==> config.mk <==
export PLATFORM = sky130hd
export DESIGN_NAME = life_manager
export DESIGN_NICKNAME = d
export VERILOG_FILES = /design/src/rtl/life_manager.sv
export SDC_FILE = /design/constraint.sdc
export NUM_CORES = 1
export LEC_CHECK = 0
export CAP_MARGIN = 25
export CORE_MARGIN = 5
export CORE_UTILIZATION = 30
export CTS_CLUSTER_DIAMETER = 200
export DETAILED_ROUTE_END_ITERATION = 10
export PLACE_DENSITY_LB_ADDON = 0.2
export REMOVE_ABC_BUFFERS = 1
export SYNTH_ARGS = -nofsm -noshare
export SYNTH_HDL_FRONTEND = slang
export SYNTH_SLANG_ARGS = --single-unit
==> constraint.sdc <==
create_clock -name clk -period 2.4 [get_ports clk]
set_input_delay 0.48 -clock clk [delete_from_list [all_inputs] [get_ports clk]]
set_output_delay 0.48 -clock clk [all_outputs]
set_load 0.03 [all_outputs]
==> src/rtl/life_manager.sv <==
`default_nettype none
// ============================================================================
// Module      : life_manager
// Description : Player death / respawn sequencer. Counts deaths, freezes the
//               player through the death animation, pulses respawn, and holds
//               an invincibility window afterwards. Timing is in video frames.
// Revision    : 1.0 - initial release
// ============================================================================
module life_manager #(
    parameter int DYING_FRAMES  = 60,
    parameter int INVINC_FRAMES = 120,
    parameter int MAX_DEATHS    = 3
) (
    input  wire logic       clk,
    input  wire logic       reset_n,
    input  wire logic       frame_tick,
    input  wire logic [1:0] state_in,
    input  wire logic       hit,
    input  wire logic       fell,
    output logic [1:0]      lives,
    output logic            death_pulse,
    output logic            respawn,
    output logic            freeze,
    output logic            invincible
);

    // Counter is sized for the longer of the two frame windows so it never wraps
    localparam int c_max_frames = (DYING_FRAMES > INVINC_FRAMES) ? DYING_FRAMES : INVINC_FRAMES;
    localparam int c_cnt_w      = $clog2(c_max_frames + 1);

    localparam logic [c_cnt_w-1:0] c_dying_last  = c_cnt_w'(DYING_FRAMES);
    localparam logic [c_cnt_w-1:0] c_invinc_last = c_cnt_w'(INVINC_FRAMES);
    localparam logic [1:0]         c_max_lives   = 2'(MAX_DEATHS);
    localparam logic [1:0]         c_game_screen = 2'd1;
    localparam logic [1:0]         c_game_over   = 2'd2;

    localparam logic [2:0] c_st_idle    = 3'd0;
    localparam logic [2:0] c_st_alive   = 3'd1;
    localparam logic [2:0] c_st_dying   = 3'd2;
    localparam logic [2:0] c_st_invinc  = 3'd3;
    localparam logic [2:0] c_st_expired = 3'd4;

    logic [2:0]         r_state;
    logic [c_cnt_w-1:0] r_cnt;
    logic [1:0]         r_lives;
    logic               r_death_pulse;
    logic               r_respawn;
    logic               r_freeze;
    logic               r_invincible;

    logic [c_cnt_w-1:0] w_cnt_inc;
    logic [1:0]         w_lives_inc;
    logic               w_die;

    // Next counter value and saturating death count
    assign w_cnt_inc   = r_cnt + c_cnt_w'(1);
    assign w_lives_inc = (r_lives == c_max_lives) ? r_lives : r_lives + 2'd1;

    // Enemy hits kill only while fully alive; falling kills even when invincible
    assign w_die = ((r_state == c_st_alive) && (hit || fell)) ||
                   ((r_state == c_st_invinc) && fell);

    // Sequencer: screen-state override first, then per-state behaviour
    always_ff @(posedge clk or negedge reset_n) begin
        if (!reset_n) begin
            r_state       <= c_st_idle;
            r_cnt         <= '0;
            r_lives       <= 2'd0;
            r_death_pulse <= 1'b0;
            r_respawn     <= 1'b0;
            r_freeze      <= 1'b0;
            r_invincible  <= 1'b0;
        end else begin
            r_death_pulse <= 1'b0;
            r_respawn     <= 1'b0;
            if (state_in != c_game_screen) begin
                // Leaving gameplay: park in IDLE; GAME_OVER keeps the count
                // visible, START_SCREEN (and the illegal code 3) clears it
                r_state      <= c_st_idle;
                r_cnt        <= '0;
                r_freeze     <= 1'b0;
                r_invincible <= 1'b0;
                if (state_in != c_game_over) begin
                    r_lives <= 2'd0;
                end
            end else if (w_die) begin
                r_state       <= c_st_dying;
                r_lives       <= w_lives_inc;
                r_death_pulse <= 1'b1;
                r_cnt         <= '0;
                r_freeze      <= 1'b1;
                r_invincible  <= 1'b0;
            end else begin
                case (r_state)
                    c_st_idle: begin
                        r_state      <= c_st_alive;
                        r_respawn    <= 1'b1;
                        r_cnt        <= '0;
                        r_freeze     <= 1'b0;
                        r_invincible <= 1'b0;
                    end
                    c_st_dying: begin
                        if (frame_tick) begin
                            if (w_cnt_inc == c_dying_last) begin
                                r_cnt <= '0;
                                if (r_lives == c_max_lives) begin
                                    // Out of lives: stay frozen until the screen changes
                                    r_state <= c_st_expired;
                                end else begin
                                    r_state      <= c_st_invinc;
                                    r_respawn    <= 1'b1;
                                    r_freeze     <= 1'b0;
                                    r_invincible <= 1'b1;
                                end
                            end else begin
                                r_cnt <= w_cnt_inc;
                            end
                        end
                    end
                    c_st_invinc: begin
                        if (frame_tick) begin
                            if (w_cnt_inc == c_invinc_last) begin
                                r_state      <= c_st_alive;
                                r_cnt        <= '0;
                                r_invincible <= 1'b0;
                            end else begin
                                r_cnt <= w_cnt_inc;
                            end
                        end
                    end
                    c_st_expired: begin
                        r_freeze <= 1'b1;
                    end
                    default: begin
                        // ALIVE without a death: nothing to do
                    end
                endcase
            end
        end
    end

    assign lives       = r_lives;
    assign death_pulse = r_death_pulse;
    assign respawn     = r_respawn;
    assign freeze      = r_freeze;
    assign invincible  = r_invincible;

endmodule
`default_nettype wire

* Word-level counts from Yosys, hierarchy flattened
Cells that the tools add are included.
** Operators by class
- Add/sub/neg operators :: 2
- Equality and inequality tests :: 16
- Mux-type cells :: 41
- Reductions and logical operators :: 13
** Operators with widths (number)
- $mux 7 :: 6
- $mux 3 :: 7
- $pmux 7 s3 :: 1
- $mux 1 :: 19
- $ne 4x4->1 const B :: 3
- $reduce_bool 5->1 :: 2
- $pmux 3 s3 :: 1
- $mux 2 :: 4
- $add 7x1->7 const B :: 1
- $eq 7x6->1 const B :: 1
- $eq 7x7->1 const B :: 1
- $eq 3x2->1 const B :: 2
- $pmux 1 s3 :: 2
- $reduce_and 3->1 :: 2
- $reduce_and 6->1 :: 1
- $reduce_and 5->1 :: 1
- $ne 2x1->1 const B :: 2
- $ne 2x2->1 const B :: 2
- $ne 4x2->1 const B :: 1
- $ne 4x3->1 const B :: 1
- $reduce_and 4->1 :: 1
- $eq 3x1->1 const B :: 1
- $eq 3x3->1 const B :: 1
- $logic_not 3->1 :: 1
- 6 further kinds :: 8
** Word-level totals
- Flip-flop bits (word level) :: 16
- Output and inout bits :: 6
- Word-level logic and storage cells :: 79

* Logic depth before layout (Yosys ltp)
Gate-level depths: netlist (run 1).
- Depth after elaboration :: 7
- Mapped depth :: 6

* Worst setup path before layout (run 1)
OpenSTA, ideal clock, no wires.
- Path type :: register to register
- From :: register r_cnt[0]
- To :: register r_cnt[3]
- Setup time :: 0.127 ns
- Data arrival time :: 1.611 ns
- Required time :: 2.273 ns
- Setup slack :: 0.662 ns
- Stages on the path, launching flop included :: 6
- Buffers on the path :: 0
- Period minus slack after synthesis :: 1.738 ns
- Cell sequence :: dfrtp_1 -> nand3_2 -> or3b_1 -> a311o_1 -> a221oi_1 -> nor2_1
** Between the ends
- Cells in the longest elaborated chain, start to end :: 7
- Elaborated cells on any way between the ends :: 10
- Those cells by class :: 1 x add/sub; 2 x eq/ne; 7 x mux
** Ends and longest elaborated chain
- start: declaration :: RTL line 44 : logic [c_cnt_w-1:0] r_cnt;
- start signal: assignment :: RTL line 116 : r_cnt <= w_cnt_inc;
- start signal: assignment :: RTL line 127 : r_cnt <= w_cnt_inc;
- $add 7x1->7 (*) :: RTL line 56 : assign w_cnt_inc = r_cnt + c_cnt_w'(1);
- $eq 7x7->1 / $eq 7x6->1 (equally long branches) :: RTL line 122, 104
- $mux 7, on equally long branches :: RTL line 122, 104
- $mux 7, on equally long branches :: RTL line 121, 103
- $pmux 7 s3 (*) :: RTL line 94 : case (r_state)
- $mux 7 (*) :: RTL line 86 : end else if (w_die) begin
- $mux 7 (*) :: RTL line 76 : if (state_in != c_game_screen) begin
Every way passes the cells marked *; elsewhere a longest branch is shown, timed or not. The select of a mux whose other input is x is not followed.
A chain may end at the register's enable or synchronous reset.

* Final worst setup path (run 1)
- From :: register r_cnt[0]
- To :: register r_respawn (netlist: respawn)
** Between the ends
- Cells in the longest elaborated chain, start to end :: 7
** Ends and longest elaborated chain
- $add 7x1->7 :: RTL line 56
- $eq 7x6->1 :: RTL line 104 : if (w_cnt_inc == c_dying_last) begin
- $mux 1 :: RTL line 104
- $mux 1 :: RTL line 103 : if (frame_tick) begin
- $pmux 1 s2 :: RTL line 94
- $mux 1 :: RTL line 86
- $mux 1 :: RTL line 76
- end signal: assignment :: RTL line 75 : r_respawn <= 1'b0;
- end signal: assignment :: RTL line 97 : r_respawn <= 1'b1;
- end signal: assignment :: RTL line 111 : r_respawn <= 1'b1;
- end: declaration :: RTL line 47 : logic r_respawn;
Every way passes these cells.

==> flow_summary.ini, run 1 <==
[outcome]
status = finished, final reports clean

[sta]
rsz0062_at_grt = no
clock_skew_ns = 0.00571
final.min_clock_period_ns = 2.02
finalSetupViolations = 0
slew_violations = 0
hold_viol = 0
tightest_slew_ns = 0.451
hold-worst-slack_ns = 0.512
setup_tns_ns = 0
period_share = 0.841
relSlewSlack = 0.697
fmax_mhz = 495

[clocking]
cts_resized = 0
clockBufferDepth = 2
cts-root-buf = clkbuf_4
hold_buffers = 0
clk_pin_slew_ns = 0.09
cts_setup_buffers = 0
htree_levels = 1
cts_tree = done
numCtsBuffers = 3
clk_latency_ns = 0.29
cts.sink_count = 16

[power_and_ir_drop]
power_w = 0.000515
max-vdd-ir-drop_mv = 0.160
power_density_mw_per_mm2 = 402
leakagePower_nw = 0.460

[setup_path]
slowest_delay_ns = 0.46
cp.required_ns = 2.55
arrival_ns = 2.16
critical_path.top_delay_family = simple AND/OR/NAND/NOR gates
start_kind = flop
crit_fanout = 7
critPathCaptureType = flop
critPathSlowestCell = a2111oi_0
worst-path-buf-inv = 0
path_cells = ha_1 -> nand2b_1 -> nor4_4 -> nand3b_1 -> a2111oi_0
critPathKind = flop to flop

[final_layout]
stdcell_area_mm2 = 0.00128
final_common_cell = dfrtp_1
area_delta_synth_final_pct = 23.3
final_layout_size_suffix_gt1_frac = 0.0915
antenna_cells = 0
layout_common_cells = 16 x dfrtp_1, 13 x nor2_1, 12 x nand2_1, 12 x clkdlybuf4s50_1, 10 x o21ai_0
fin_cells = 188
nets = 153

[die]
coreArea_mm2 = 0.00334
die_y_um = 68.8
initial_core_util = 0.311
num_rows = 21
die_area_mm2 = 0.00474
die_w_um = 68.8
ios = 13

[grt]
grt.overflow.total = 0
antenna_found_initial = 0
grt_pass1_vias = 1014
grt_usage = 0.128
grt_max_degree = 17
grt_pass1_wl_um = 4530

[routing]
viasPerCell = 5.24
drtIter0Drc = 37
drc = 0
postRouteAntennaNets = 0
avgRoutedWirePerCell_um = 13.5
drt-pass1-iter-count = 4
dr_total_vias = 985
wirelength_um = 2530

[yosys]
ys_ff_latch = 16
synth_edf_count = 0
yosys_warnings = 0
yosys-top-cells-area = dfrtp_1 39%, o21ai_0 4.8%, nor2_1 4.7%
synthesis.area_mm2 = 0.00104
ys.flop_type = dfrtp_1
ys_types = 34
async_reset_ff_frac = 1.00
synth_seq_area_share = 0.386
postSynthCellCount = 123
syn-mean-instance-area_um2 = 8.44
yosysTopAreaCellShare = 0.386
synth_top_area_cell = dfrtp_1

[place]
dpl.hpwl_um = 1910
placed_area_mm2 = 0.00126
port_buffers = 12
gp_congestion = 0.907
dp_cells = 185

[flow_run]
max_cap_violations = 0

[min_path]
hp-class = input port to asynchronous set/reset pin
[synth_stat cells (all sizes together) (4+ instances only)]
cell type / instances
a21oi: 9
dfrtp: 16
inv: 6
nand2: 12
nand3: 5
nand4: 4
nor2: 13
nor2b: 4
o211ai: 4
o21ai: 10
[flip-flops by register name, indices dropped and copies added, names as in the netlist]
name / cells
lives: 2
respawn: 1
death_pulse: 1
invincible: 1
freeze: 1
r_cnt: 7
r_state: 3
[through the flow]
stage	setup WS [ns]	util
after global routing	0.105	0.384
after CTS	0.368	0.384
after detailed placement	0.0807	0.377
after floorplan	0.593	-
after global placement	0.0772	0.377
final	0.381	0.384
[logic make-up after synthesis]
logic type	after synthesis	synth area share
muxes	2	0.0193
and+or+nand+nor	54	0.287
xor gates and xnor gates	2	0.0169
adders and majority gates	2	0.0241
buffers and inverters	10	0.0398
DFF	16	0.386
AOI/OAI and AO/OA	37	0.228
[per-layer routing]
metal	share of wire	up-vias	track usage
met2	0.46	32	0.204
met4	0.011	0	0.0681
met5	0	-	0
met3	0.048	4	0.0259
met1	0.48	451	0.161
li1	-	498	-
[final cells by class]
type / instances / area, um2
Inverter: 6 / 22.5
Tap cell: 46 / 57.6
Clock buffer: 3 / 22.5
Fill cell: 361 / 2060
Multi-Input combinational cell: 97 / 597
Sequential cell: 16 / 400
Timing Repair Buffer: 20 / 180
[power breakdown]
part | leakage (nW) | switching, W | internal (W)
Combinational | 0.225 | 0.0000507 | 0.0000403
Clock | 0.0138 | 0.0000836 | 0.0000583
Sequential | 0.221 | 0.00000706 | 0.000275
[final timing paths]
check	end	startpoint	slack, ns	depth (start not counted)
worst max-delay path	respawn$_DFF_PN0_	r_cnt[0]$_DFFE_PN0P_	0.38	5
worst max register to register	respawn$_DFF_PN0_	r_cnt[0]$_DFFE_PN0P_	0.38	5
worst min register to register	r_cnt[0]$_DFFE_PN0P_	r_cnt[0]$_DFFE_PN0P_	0.57	1
worst min-delay path	r_cnt[1]$_DFFE_PN0P_	reset_n	0.51	2
max in group asynchronous	respawn$_DFF_PN0_	reset_n	1.70	2
min in group clk	r_cnt[0]$_DFFE_PN0P_	r_cnt[0]$_DFFE_PN0P_	0.57	1
Note: power is estimated with default switching activity, not from simulation.
==> run 2: changes to the inputs <==
- clock period: 2.4 -> 2 ns (I/O delays scaled with it)
==> run 2 against run 1 <==
Effect of this change: via count increased by 4.0%; flip-flop and latch count stayed put; clock skew shrank 0.0044 ns; cell count increased by 6.4%; sequential power up 20%; cell area rose by 9.1%; highest routed layer unchanged; total power is 32% higher.
==> flow_summary.ini, run 2 (same netlist as run 1, synthesis figures left out) <==
[clocking]
numCtsBuffers = 3
htree_levels = 1
cts-root-buf = clkbuf_4
clockBufferDepth = 2
hold_buffers = 0
cts_tree = done
clk_pin_slew_ns = 0.10
cts.sink_count = 16
clk_latency_ns = 0.29

[power_and_ir_drop]
power_density_mw_per_mm2 = 486
leakagePower_nw = 0.521
max-vdd-ir-drop_mv = 0.223

[flow_run]
max_cap_violations = 0

[place]
place_ws_ns = -0.0717
dpl.hpwl_um = 2050
port_buffers = 12
gp_congestion = 0.784

[routing]
viasPerCell = 5.12
drc = 0
postRouteAntennaNets = 0
drtIter0Drc = 82
wirelength_um = 2720
dr_total_vias = 1024
avgRoutedWirePerCell_um = 13.6
drt-pass1-iter-count = 4

[die]
die_area_mm2 = 0.00474
die_w_um = 68.8
coreArea_mm2 = 0.00334
initial_core_util = 0.311
ios = 13
die_y_um = 68.8
num_rows = 21

[min_path]
hp-class = input port to asynchronous set/reset pin

[final_layout]
largest_register = r_cnt
largest_reg_flops = 7
seq_area_um2 = 403
fillers = 355
utilization = 0.418
final_common_cell = buf_4
final_layout_size_suffix_gt1_frac = 0.201
layout_common_cells = 19 x buf_4, 14 x dfrtp_1, 13 x nor2_1
area_delta_synth_final_pct = 34.5
nets = 164
multi_input_area_um2 = 614
antenna_cells = 0

[setup_path]
cp.required_ns = 2.18
critPathKind = flop to flop
start_kind = flop
reg2reg_slack_ns = 0.12
crit_fanout = 7
arrival_ns = 2.06
critPathCaptureType = flop

[sta]
hold_viol = 0
hold-worst-slack_ns = 0.428
finalSetupViolations = 0
tightest_slew_ns = 0.392
relSlewSlack = 0.735
clock_skew_ns = 0.00131
fin_ws_ns = 0.116
period_share = 0.942
fmax_mhz = 531
final.min_clock_period_ns = 1.88
slew_violations = 0

[grt]
antenna_found_initial = 0
grt_max_degree = 17
grt_pass1_vias = 1037
grt_pass1_wl_um = 4800
grt.overflow.total = 0
grt_usage = 0.135

[outcome]
status = finished, final reports clean
run 2: cell count changes in the layout (fill, tap and decap cells not counted):
cell       delta
a311o_1       -1
nor4b_1       -1
a311o_2       +1
a21oi_1       -1
nor4b_2       +1
dfrtp_2       +2
buf_4        +11
dfrtp_1       -2
a2111oi_0     -1
a2111oi_2     +1
o21ai_1       +1
clkbuf_8      +1
a21oi_2       +1
o21ai_0       -1
run 2: through the flow:
| stage | total power [W] | TNS [ns] | instances | area [um2] |
|---|---|---|---|---|
| after floorplan | 0.000397 | 0 | 119 | 1020 |
| after global placement | 0.000463 | 0 | 195 | 1330 |
| after detailed placement | 0.000464 | -0.198 | 195 | 1330 |
| after CTS | 0.000688 | 0 | 199 | 1370 |
| after global routing | 0.000722 | -0.0121 | 200 | 1400 |
| final | 0.000678 | 0 | 200 | 1400 |
run 2: final timing paths:
check	start	endpoint	cells past startpoint
worst max register to register	r_cnt[1]$_DFFE_PN0P_	r_cnt[3]$_DFFE_PN0P_	5
worst max-delay path	r_cnt[1]$_DFFE_PN0P_	r_cnt[3]$_DFFE_PN0P_	5
min in group clk	r_cnt[0]$_DFFE_PN0P_	r_cnt[0]$_DFFE_PN0P_	1
worst min-delay path	reset_n	r_cnt[1]$_DFFE_PN0P_	2
worst min register to register	r_cnt[0]$_DFFE_PN0P_	r_cnt[0]$_DFFE_PN0P_	1
max in group asynchronous	reset_n	r_cnt[2]$_DFFE_PN0P_	2
run 2: cell type report:
| class | count | area share |
|---|---|---|
| clock buffer | 4 | 0.0260 |
| inverter | 6 | 0.0161 |
| multi-input combinational | 97 | 0.440 |
| sequential | 16 | 0.289 |
| tap | 46 | 0.0412 |
| timing repair buffer | 31 | 0.188 |
run 2: where the power goes:
group	internal, W	switching, W
combinational	0.0000574	0.0000647
clock	0.000111	0.000106
sequential	0.000330	0.00000916
run 2: critical path, cell delays in order, from the launching register on:
cell	delay, ns
dfrtp_1	0.43
nand3_2	0.11
or3b_1	0.37
a311o_2	0.48
a221oi_1	0.31
nor2_1	0.08
run 2: layer usage:
metal	GRT usage	part of all wire	wire length, um
met5	0	0	0
met4	0.0633	0.0092	25
met3	0.0211	0.031	83
met2	0.201	0.46	1250
met1	0.190	0.50	1360
run 2: what timing repair did:
| item | in CTS | in global routing |
|---|---|---|
| setup buffers | 0 | 1 |
| endpoints found under the setup margin | 0 | 8 |
| resized for setup | 0 | 8 |
